<file path="src/rtl/custom_inputs.sv">
// custom_inputs: Avalon-MM slave that exposes buttons and DIP switches to the HPS.
// Each pin is synchronized, polarity-normalized and debounced. Rising edges are
// latched into a write-1-to-clear capture register that drives a maskable level
// interrupt, and a 16-bit counter tallies every accepted rising edge.
module custom_inputs #(
    parameter int unsigned      WIDTH           = 8,
    parameter logic [WIDTH-1:0] ACTIVE_LOW_MASK = 8'h0F,
    parameter int unsigned      DEBOUNCE_CYCLES = 50000
) (
    input  logic             clk,
    input  logic             reset,
    input  logic [1:0]       avs_s0_address,
    input  logic             avs_s0_read,
    output logic [31:0]      avs_s0_readdata,
    input  logic             avs_s0_write,
    input  logic [31:0]      avs_s0_writedata,
    input  logic [WIDTH-1:0] inputs_new_signal,
    output logic             irq
);

    localparam int unsigned     CNT_W   = (DEBOUNCE_CYCLES > 1) ? $clog2(DEBOUNCE_CYCLES) : 1;
    localparam logic [CNT_W-1:0] CNT_MAX = CNT_W'(DEBOUNCE_CYCLES - 1);
    localparam int unsigned     COUNT_W = 16;
    localparam int unsigned     DATA_W  = 32;

    localparam logic [1:0] ADDR_DATA    = 2'd0;
    localparam logic [1:0] ADDR_IRQMASK = 2'd1;
    localparam logic [1:0] ADDR_EDGE    = 2'd2;
    localparam logic [1:0] ADDR_COUNT   = 2'd3;

    // Input path state
    logic [WIDTH-1:0]   sync1_q;
    logic [WIDTH-1:0]   sync2_q;
    logic [WIDTH-1:0]   norm;
    logic [WIDTH-1:0]   deb_q;
    logic [WIDTH-1:0]   deb_d;
    logic [CNT_W-1:0]   cnt_q [WIDTH];
    logic [CNT_W-1:0]   cnt_d [WIDTH];
    logic [WIDTH-1:0]   rise;

    // Register file state
    logic [WIDTH-1:0]   irqmask_q;
    logic [WIDTH-1:0]   edge_q;
    logic [WIDTH-1:0]   edge_d;
    logic [COUNT_W-1:0] count_q;
    logic [COUNT_W-1:0] count_d;
    logic [COUNT_W-1:0] rise_count;
    logic [DATA_W-1:0]  rd_mux;

    // Bus decode
    logic               wr_irqmask;
    logic               wr_edge;
    logic               wr_count;
    logic [WIDTH-1:0]   wdata_bits;
    logic [DATA_W-1:0]  wdata_unused;

    assign wr_irqmask   = avs_s0_write && (avs_s0_address == ADDR_IRQMASK);
    assign wr_edge      = avs_s0_write && (avs_s0_address == ADDR_EDGE);
    assign wr_count     = avs_s0_write && (avs_s0_address == ADDR_COUNT);
    assign wdata_bits   = avs_s0_writedata[WIDTH-1:0];
    assign wdata_unused = avs_s0_writedata;

    // Active-low pins are flipped so that 1 always means "pressed / on"
    assign norm = sync2_q ^ ACTIVE_LOW_MASK;

    // Two-flop synchronizer, reset to the inactive pin level so norm starts at 0
    always_ff @(posedge clk) begin
        if (reset) begin
            sync1_q <= ACTIVE_LOW_MASK;
            sync2_q <= ACTIVE_LOW_MASK;
        end else begin
            sync1_q <= inputs_new_signal;
            sync2_q <= sync1_q;
        end
    end

    // Per-bit debounce: accept a change only after DEBOUNCE_CYCLES mismatching cycles
    always_comb begin
        deb_d = deb_q;
        rise  = '0;
        cnt_d = '{default: '0};
        for (int i = 0; i < int'(WIDTH); i++) begin
            if (norm[i] != deb_q[i]) begin
                if (cnt_q[i] == CNT_MAX) begin
                    deb_d[i] = norm[i];
                    rise[i]  = norm[i];
                end else begin
                    cnt_d[i] = cnt_q[i] + CNT_W'(1);
                end
            end
        end
    end

    // Debounce state; a reset abandons any in-flight debounce
    always_ff @(posedge clk) begin
        if (reset) begin
            deb_q <= '0;
            cnt_q <= '{default: '0};
        end else begin
            deb_q <= deb_d;
            cnt_q <= cnt_d;
        end
    end

    // Number of bits rising this cycle, used to advance COUNT
    always_comb begin
        rise_count = '0;
        for (int i = 0; i < int'(WIDTH); i++) begin
            rise_count = rise_count + COUNT_W'(rise[i]);
        end
    end

    // Capture and counter next state: a new rise beats a same-cycle clear
    always_comb begin
        edge_d  = (edge_q & ~(wr_edge ? wdata_bits : '0)) | rise;
        count_d = (wr_count ? '0 : count_q) + rise_count;
    end

    // Register file update
    always_ff @(posedge clk) begin
        if (reset) begin
            irqmask_q <= '0;
            edge_q    <= '0;
            count_q   <= '0;
        end else begin
            if (wr_irqmask) begin
                irqmask_q <= wdata_bits;
            end
            edge_q  <= edge_d;
            count_q <= count_d;
        end
    end

    // Read mux from pre-update register state, so a same-cycle write reads old data
    always_comb begin
        rd_mux = '0;
        case (avs_s0_address)
            ADDR_DATA:    rd_mux = DATA_W'(deb_q);
            ADDR_IRQMASK: rd_mux = DATA_W'(irqmask_q);
            ADDR_EDGE:    rd_mux = DATA_W'(edge_q);
            ADDR_COUNT:   rd_mux = DATA_W'(count_q);
            default:      rd_mux = '0;
        endcase
    end

    // Read data register: latency 1, holds its value between reads
    always_ff @(posedge clk) begin
        if (reset) begin
            avs_s0_readdata <= '0;
        end else if (avs_s0_read) begin
            avs_s0_readdata <= rd_mux;
        end
    end

    // Level interrupt straight from registered capture and mask state
    assign irq = |(edge_q & irqmask_q);

endmodule

</file>
<file path="config.mk">
export PLATFORM = sky130hd
export DESIGN_NAME = custom_inputs
export DESIGN_NICKNAME = d
export VERILOG_FILES = /design/src/rtl/custom_inputs.sv
export SDC_FILE = /design/constraint.sdc
export NUM_CORES = 1
export LEC_CHECK = 0
export CAP_MARGIN = 20
export CELL_PAD_IN_SITES_DETAIL_PLACEMENT = 0
export CELL_PAD_IN_SITES_GLOBAL_PLACEMENT = 1
export CORE_UTILIZATION = 30
export CTS_BUF_LIST = sky130_fd_sc_hd__clkbuf_8
export DETAILED_ROUTE_END_ITERATION = 10
export PLACE_DENSITY_LB_ADDON = 0.1
export SETUP_SLACK_MARGIN = 0.2
export SYNTH_ARGS = -nofsm -noshare
export SYNTH_HDL_FRONTEND = slang
export SYNTH_SLANG_ARGS = --single-unit
</file>
<file path="constraint.sdc">
create_clock -name clk -period 9.7 [get_ports clk]
set_input_delay 1.94 -clock clk [delete_from_list [all_inputs] [get_ports clk]]
set_output_delay 1.94 -clock clk [all_outputs]
set_load 0.005 [all_outputs]
</file>
==> impl_metrics.sql, run 1 <==
INSERT INTO impl_metrics (metric_group, metric, value, unit) VALUES
('global_routing', 'grt_overflow', '0', ''),
('drt', 'drt-pass1-iter-count', '4', ''),
('worst_setup_path', 'timing.setup.critical_path_class', 'input port to flip-flop', ''),
('floorplan', 'design.die.area', '30640', 'sq um'),
('cts', 'insertion_delay', '0.48', 'ns'),
('power', 'powerDensity', '139.4', 'nW/um^2'),
('place', 'finalWeightedCongestion', '0.7203', ''),
('cts', 'max-clock-path-buffers', '2', ''),
('floorplan', 'initial_utilization', '30.88', '%'),
('timing', 'final-max-slew-violation-count', '0', ''),
('cells_and_area', 'fin_cells', '1402', ''),
('timing', 'timing.final.setup_violations', '0', ''),
('cts', 'holdBufCountCts', '0', ''),
('synth', 'synth_seq_cells', '200', ''),
('worst_setup_path', 'critical_path.endpoint_type', 'flip-flop', ''),
('floorplan', 'die_height', '175.0', 'microns'),
('synth', 'synthesis.area_per_instance', '9.119', 'sq um'),
('drt', 'drt-initial-drc-count', '293', ''),
('cells_and_area', 'layout-drive-gt1-share', '6.883', '%'),
('cts', 'clk_root_buffer_cell', 'clkbuf_8', ''),
('worst_setup_path', 'worst-endpoint-required', '10.07', 'ns'),
('drt', 'wire_per_inst', '13.79', 'microns'),
('power', 'leakage', '0.003266', 'uW'),
('cts', 'postCtsResizedCells', '0', ''),
('synth', 'synth_cell_type_count', '59', ''),
('floorplan', 'die-width', '175.0', 'microns'),
('place', 'dp.final_hpwl', '13360', 'microns'),
('place', 'placedCellCount', '1370', ''),
('global_routing', 'vias_in_the_first_global_route', '6201', ''),
('timing', 'worst_slew_pin_slew', '0.9788', 'ns'),
('place', 'detailedPlace.worstSlack', '2.860', 'ns'),
('cts', 'cts_tree', 'built', ''),
('cells_and_area', 'postLayoutCoreUtil', '34.36', '%'),
('timing', 'finalCritPeriodShare', '64.70', '%'),
('synth', 'yosys_warnings', '0', ''),
('power', 'max-vdd-ir-drop', '78.29', 'uV'),
('run_status', 'outcome', 'complete, no violations', ''),
('cts', 'h_tree_depth', '4', ''),
('timing', 'worst_slack', '3.424', 'ns'),
('timing', 'hold_violations', '0', ''),
('drt', 'drt-vias-per-instance', '4.676', ''),
('timing', 'clock-skew-final', '0.02400', 'ns'),
('synth', 'synth.yosys.seq_area_share', '44.57', '%'),
('global_routing', 'global_route_wire_length_before_repair', '32350', 'microns'),
('timing', 'layout_min_cycle_time', '6.276', 'ns'),
('cts', 'numCtsBuffers', '17', ''),
('worst_setup_path', 'setup.worst_path.start_class', 'input port', ''),
('worst_setup_path', 'ff2ff_setup_slack', '4.55', 'ns'),
('synth', 'synthesis.instances', '985', ''),
('floorplan', 'top_level_i_o_count', '79', ''),
('drt', 'vias', '6556', ''),
('timing', 'setup_total_negative_slack', '0', 'ns'),
('cells_and_area', 'num-nets-final', '1070', ''),
('global_routing', 'antenna_found_initial', '2', ''),
('cts', 'count_of_clock_tree_sinks', '200', ''),
('cts', 'postCtsSetupRepairBufs', '0', ''),
('drt', 'drc_viols', '0', ''),
('synth', 'synth-async-reset-ratio', '0', '%'),
('drt', 'final_wirelength', '19340', 'microns'),
('power', 'power', '1393', 'uW'),
('min_path', 'worst_hold_path_type', 'flip-flop to flip-flop', ''),
('timing', 'fmax', '159.3', 'MHz'),
('place', 'placement.io_buffers', '38', ''),
('global_routing', 'grtUsageTotal', '13.14', '%'),
('cts', 'clkTransAtPathRegs', '0.12', 'ns'),
('synth', 'synth-edff-count', '0', ''),
('timing', 'max_slew_headroom', '34.54', '%'),
('timing', 'grt_setup_unrepaired', 'no', ''),
('worst_setup_path', 'worst-endpoint-arrival', '6.65', 'ns'),
('floorplan', 'floorplan.rows', '62', ''),
('flow_run', 'max_capacitance_violation_total', '0', ''),
('cells_and_area', 'fillerInstances', '3003', ''),
('synth', 'synth.cell_area', '8982', 'sq um'),
('drt', 'detail-route-antenna-nets', '0', ''),
('cells_and_area', 'area_growth', '11.27', '%'),
('global_routing', 'largest_net_degree_at_the_start_of_global_routing', '50', ''),
('floorplan', 'design.core.area', '29090', 'sq um'),
('worst_setup_path', 'critical_path_peak_fanout', '17', ''),
('synth', 'synth_flop_cell', 'dfxtp_1', '');
[Yosys cell counts, types with 15 or more instances]
master / count / area, sq um
a21oi_1: 43 / 215.2
dfxtp_1: 200 / 4004
mux2i_1: 19 / 190.2
nor4_1: 20 / 125.1
clkbuf_1: 25 / 93.84
nand3_1: 61 / 305.3
xor2_1: 41 / 359.1
nor3_1: 22 / 110.1
buf_4: 17 / 127.6
nand4_1: 34 / 212.7
nand2_1: 47 / 176.4
xnor2_1: 66 / 578.1
or3_1: 15 / 93.84
nor2_1: 149 / 559.3
inv_1: 25 / 93.84
and3_1: 17 / 106.4
[per-stage QoR]
stage | hold slack [ns] | area (sq um)
after global routing | 0.4364 | 9992
after detailed placement | 0.3960 | 9620
final | 0.4207 | 9995
after CTS | 0.4207 | 9992
after global placement | 0.3961 | 9620
after floorplan | 0.3895 | 9039
[final cells by class]
type,count,area (sq um),area share (%)
well taps,384,480.5,4.807
repair buffers,39,382.9,3.831
flip-flops and latches,200,4004,40.06
multi-input cells,722,4659,46.62
inverters,25,93.84,0.9389
clock inverters,12,110.1,1.102
clock buffers,19,261.5,2.616
diodes,1,2.502,0.02504
[registers in the layout, summed over array words and instances, names as in the netlist]
register         flops
avs_s0_readdata     16
deb_q                8
irqmask_q            8
count_q             16
sync1_q              8
sync2_q              8
cnt_q              128
edge_q               8
[placed cells by master (no fill, tap or decap), types with 5 or more instances in the layout]
master,n
ha_1,14
mux2i_1,19
nor2_1,149
and3_1,17
dfxtp_1,200
conb_1,16
xnor2_1,66
inv_1,25
xor2_1,41
nor4_1,20
and2_1,9
nor4bb_1,7
nor2b_1,10
clkbuf_8,19
clkinv_4,6
fa_1,5
and4_1,10
or4_1,10
o31ai_1,7
a21oi_1,43
mux4_2,8
o21ai_0,13
nand4_1,34
or2_2,14
nor3_1,22
clkdlybuf4s50_1,37
or3_1,15
nand2_1,47
nand2b_1,13
nand3_1,61
[cell families after synthesis]
family          Yosys count  synth area share, %
buf+inv                  78                4.179
mux                      27                4.123
compound gates           94                6.645
xor+xnor                107                10.43
fa+ha+maj                19                3.065
flops                   200                44.57
other cells               1              0.04175
simple gates            459                26.94
[critical path, stage by stage]
cell and delay [ns]:
clkdlybuf4s50_1 0.96, nand3_1 0.69, nand2_1 0.28, fa_1 0.44
inv_1 0.09, fa_1 0.41, fa_1 0.49, a211o_1 0.33
a21oi_1 0.69, or4b_2 0.25, a21oi_1 0.06
[layer usage]
layer | track usage (%) | vias to the layer above | routed length, microns
li1 | - | 3445 | -
met1 | 18.36 | 3050 | 10100
met2 | 20.07 | 46 | 8475
met3 | 2.959 | 13 | 525
met4 | 3.841 | 2 | 220
met5 | 0 | - | 17
[power breakdown]
part / switching (uW) / internal, uW
Combinational: 23.3 / 16.9
Sequential: 3.29 / 826
Clock: 324 / 199
Total: 351 / 1040
[final timing paths]
path,from,cells past startpoint,end
hold reg to reg,sync1_q[3],1,sync2_q[3]
setup reg to reg,cnt_q[100],12,count_q[13]
hold / removal,sync1_q[3],1,sync2_q[3]
setup / recovery,avs_s0_address[0],11,count_q[13]
Note: power is estimated with default switching activity, not from simulation.
==> inputs of run 2 (changes only) <==
==> constraint.sdc (replaced) <==
create_clock -name clk -period 6.2 [get_ports clk]
set_input_delay 1.24 -clock clk [delete_from_list [all_inputs] [get_ports clk]]
set_output_delay 1.24 -clock clk [all_outputs]
set_load 0.005 [all_outputs]
==> impl_metrics.sql, run 2 (synthesis gave the netlist of run 1 again) <==
INSERT INTO impl_metrics (metric_group, metric, value, unit) VALUES
('floorplan', 'initial_utilization', '30.88', '%'),
('timing', 'final-max-slew-violation-count', '0', ''),
('power', 'powerDensity', '216.9', 'nW/um^2'),
('floorplan', 'top_level_i_o_count', '79', ''),
('cells_and_area', 'layout-drive-gt1-share', '7.150', '%'),
('floorplan', 'design.core.area', '29090', 'sq um'),
('worst_setup_path', 'worst-endpoint-arrival', '5.59', 'ns'),
('cells_and_area', 'regArea', '4004', 'sq um'),
('timing', 'finalCritPeriodShare', '83.68', '%'),
('cells_and_area', 'most_common_cell_after_layout_fill_and_taps_aside', 'dfxtp_1', ''),
('cts', 'cts_tree', 'built', ''),
('drt', 'drt-initial-drc-count', '361', ''),
('global_routing', 'grt_overflow', '0', ''),
('cts', 'max-clock-path-buffers', '2', ''),
('min_path', 'holdPathStages', '1', ''),
('cts', 'postCtsResizedCells', '0', ''),
('drt', 'wire_per_inst', '13.75', 'microns'),
('min_path', 'holdPathEnd', 'sync2_q[3]', ''),
('cells_and_area', 'max_flop_register', 'cnt_q', ''),
('timing', 'timing.final.setup_violations', '0', ''),
('cells_and_area', 'largest_register_ffs', '128', ''),
('drt', 'detail-route-antenna-nets', '0', ''),
('timing', 'clock-skew-final', '0.02335', 'ns'),
('floorplan', 'die-width', '175.0', 'microns'),
('cts', 'numCtsBuffers', '17', ''),
('timing', 'grt_setup_unrepaired', 'no', ''),
('cts', 'holdBufCountCts', '0', ''),
('floorplan', 'design.die.area', '30640', 'sq um'),
('worst_setup_path', 'setup.worst_path.start_class', 'flip-flop', ''),
('cells_and_area', 'layout.cells.most_common_list', 'dfxtp_1, nor2_1, xnor2_1', ''),
('cells_and_area', 'num-nets-final', '1073', ''),
('worst_setup_path', 'critical_path.startpoint', 'cnt_q[100]', ''),
('timing', 'setup_total_negative_slack', '0', 'ns'),
('cells_and_area', 'multi_input_area', '4659', 'sq um'),
('place', 'finalWeightedCongestion', '0.7185', ''),
('timing', 'fmax', '192.7', 'MHz'),
('run_status', 'outcome', 'complete, no violations', ''),
('flow_run', 'max_capacitance_violation_total', '0', ''),
('global_routing', 'grtUsageTotal', '13.21', '%'),
('place', 'dp.final_hpwl', '13330', 'microns'),
('cells_and_area', 'largest_registers', 'cnt_q x128, avs_s0_readdata x16, count_q x16', ''),
('worst_setup_path', 'ff2ff_setup_slack', '1.01', 'ns'),
('place', 'detailedPlace.worstSlack', '1.000', 'ns'),
('power', 'leakage', '0.003290', 'uW'),
('worst_setup_path', 'worst-endpoint-required', '6.60', 'ns'),
('cts', 'count_of_clock_tree_sinks', '200', ''),
('global_routing', 'antenna_found_initial', '2', ''),
('global_routing', 'most_heavily_used_metal_layer_in_global_routing', 'met2', ''),
('timing', 'worst_slew_pin_slew', '0.9564', 'ns'),
('global_routing', 'grtUsageMet2', '20.55', '%'),
('drt', 'drt-vias-per-instance', '4.713', ''),
('drt', 'drc_viols', '0', ''),
('cts', 'clkTransAtPathRegs', '0.11', 'ns'),
('floorplan', 'floorplan.rows', '62', ''),
('power', 'power', '2175', 'uW'),
('cts', 'postCtsSetupRepairBufs', '0', ''),
('timing', 'layout_min_cycle_time', '5.188', 'ns'),
('min_path', 'min-delay-start', 'sync1_q[3]', ''),
('cells_and_area', 'area_growth', '11.62', '%'),
('place', 'placement.io_buffers', '38', ''),
('global_routing', 'groute.layer.met3.usage', '2.850', '%'),
('worst_setup_path', 'timing.reg2reg.worst_path_depth', '13', ''),
('worst_setup_path', 'reg_to_reg_end', 'count_q[6]', ''),
('timing', 'hold_violations', '0', ''),
('timing', 'max_slew_headroom', '36.04', '%'),
('global_routing', 'global_route_wire_length_before_repair', '32660', 'microns'),
('drt', 'final_wirelength', '19330', 'microns'),
('global_routing', 'vias_in_the_first_global_route', '6354', ''),
('worst_setup_path', 'critical_path.endpoint_type', 'flip-flop', ''),
('cells_and_area', 'fillerInstances', '3024', ''),
('cts', 'h_tree_depth', '4', ''),
('worst_setup_path', 'worst_flop_to_flop_path_startpoint', 'cnt_q[100]', ''),
('cts', 'clk_root_buffer_cell', 'clkbuf_8', ''),
('power', 'max-vdd-ir-drop', '98.31', 'uV'),
('min_path', 'worst_hold_path_type', 'flip-flop to flip-flop', ''),
('floorplan', 'die_height', '175.0', 'microns'),
('global_routing', 'groute.layer.met1.usage', '18.18', '%'),
('drt', 'drt-pass1-iter-count', '4', ''),
('worst_setup_path', 'critical_path_peak_fanout', '7', ''),
('global_routing', 'largest_net_degree_at_the_start_of_global_routing', '75', ''),
('drt', 'vias', '6627', ''),
('timing', 'worst_slack', '1.012', 'ns'),
('cts', 'insertion_delay', '0.48', 'ns'),
('worst_setup_path', 'timing.setup.critical_path_class', 'flip-flop to flip-flop', '');
[run 2: changes by cell type in the layout (fill, tap and decap cells not counted), moves of 2 or more]
cell / delta
buf_4: +2
clkbuf_8: -2
clkinv_2: +2
clkinv_4: -5
inv_6: +3
[run 2: power breakdown]
group          leakage, uW  switching [uW]  internal (uW)  total (uW)
logic              0.00148            36.3           28.4        64.6
clock network     0.000196             516            296         812
registers          0.00162            5.47           1290        1300
total              0.00329             557           1620        2170
[run 2: critical path, stage by stage (launching register included)]
cell and delay (ns):
dfxtp_1 0.36, or4b_2 0.71, nor4_4 0.36, nand2_1 0.18, fa_1 0.51, fa_1 0.54
inv_1 0.05, fa_1 0.50, fa_1 0.49, fa_1 0.43, a21o_1 0.22, a21oi_1 0.45
o21ai_0 0.17, a21oi_1 0.14
[run 2: how the worst max path moves through the flow]
stage | cells past startpoint | slack, ns | to
finish | 13 | 1.01 | count_q[6]
global route | 13 | 0.66 | count_q[13]
CTS | 13 | 0.95 | count_q[6]
detailed placement | 13 | 1.00 | count_q[8]
global placement | 12 | 1.00 | count_q[13]
floorplan | 13 | 1.43 | count_q[12]
[run 2: through the flow]
stage                     instances  util (%)  hold WS, ns  instance area [sq um]
after floorplan                1000         -       0.3895                   9039
after global placement         1373     33.19       0.3957                   9656
after detailed placement       1373     33.19       0.3984                   9656
after global routing           1405     34.46       0.4459                  10020
after CTS                      1405     34.46       0.4223                  10020
final                          1406     34.46       0.4204                  10030
[run 2: layout make-up]
cell class              count  area share, %
clock inverters            15          1.335
multi-input cells         722          46.47
inverters                  25         0.9360
repair buffers             42          4.168
diodes                      1        0.02496
flip-flops and latches    200          39.93
clock buffers              17          2.334
well taps                 384          4.792
[run 2: metal layers]
layer	part of all wire [%]	wire, microns
met3	3.2	609
met5	0.088	17
met4	1.1	214
met2	43	8337
met1	53	10150
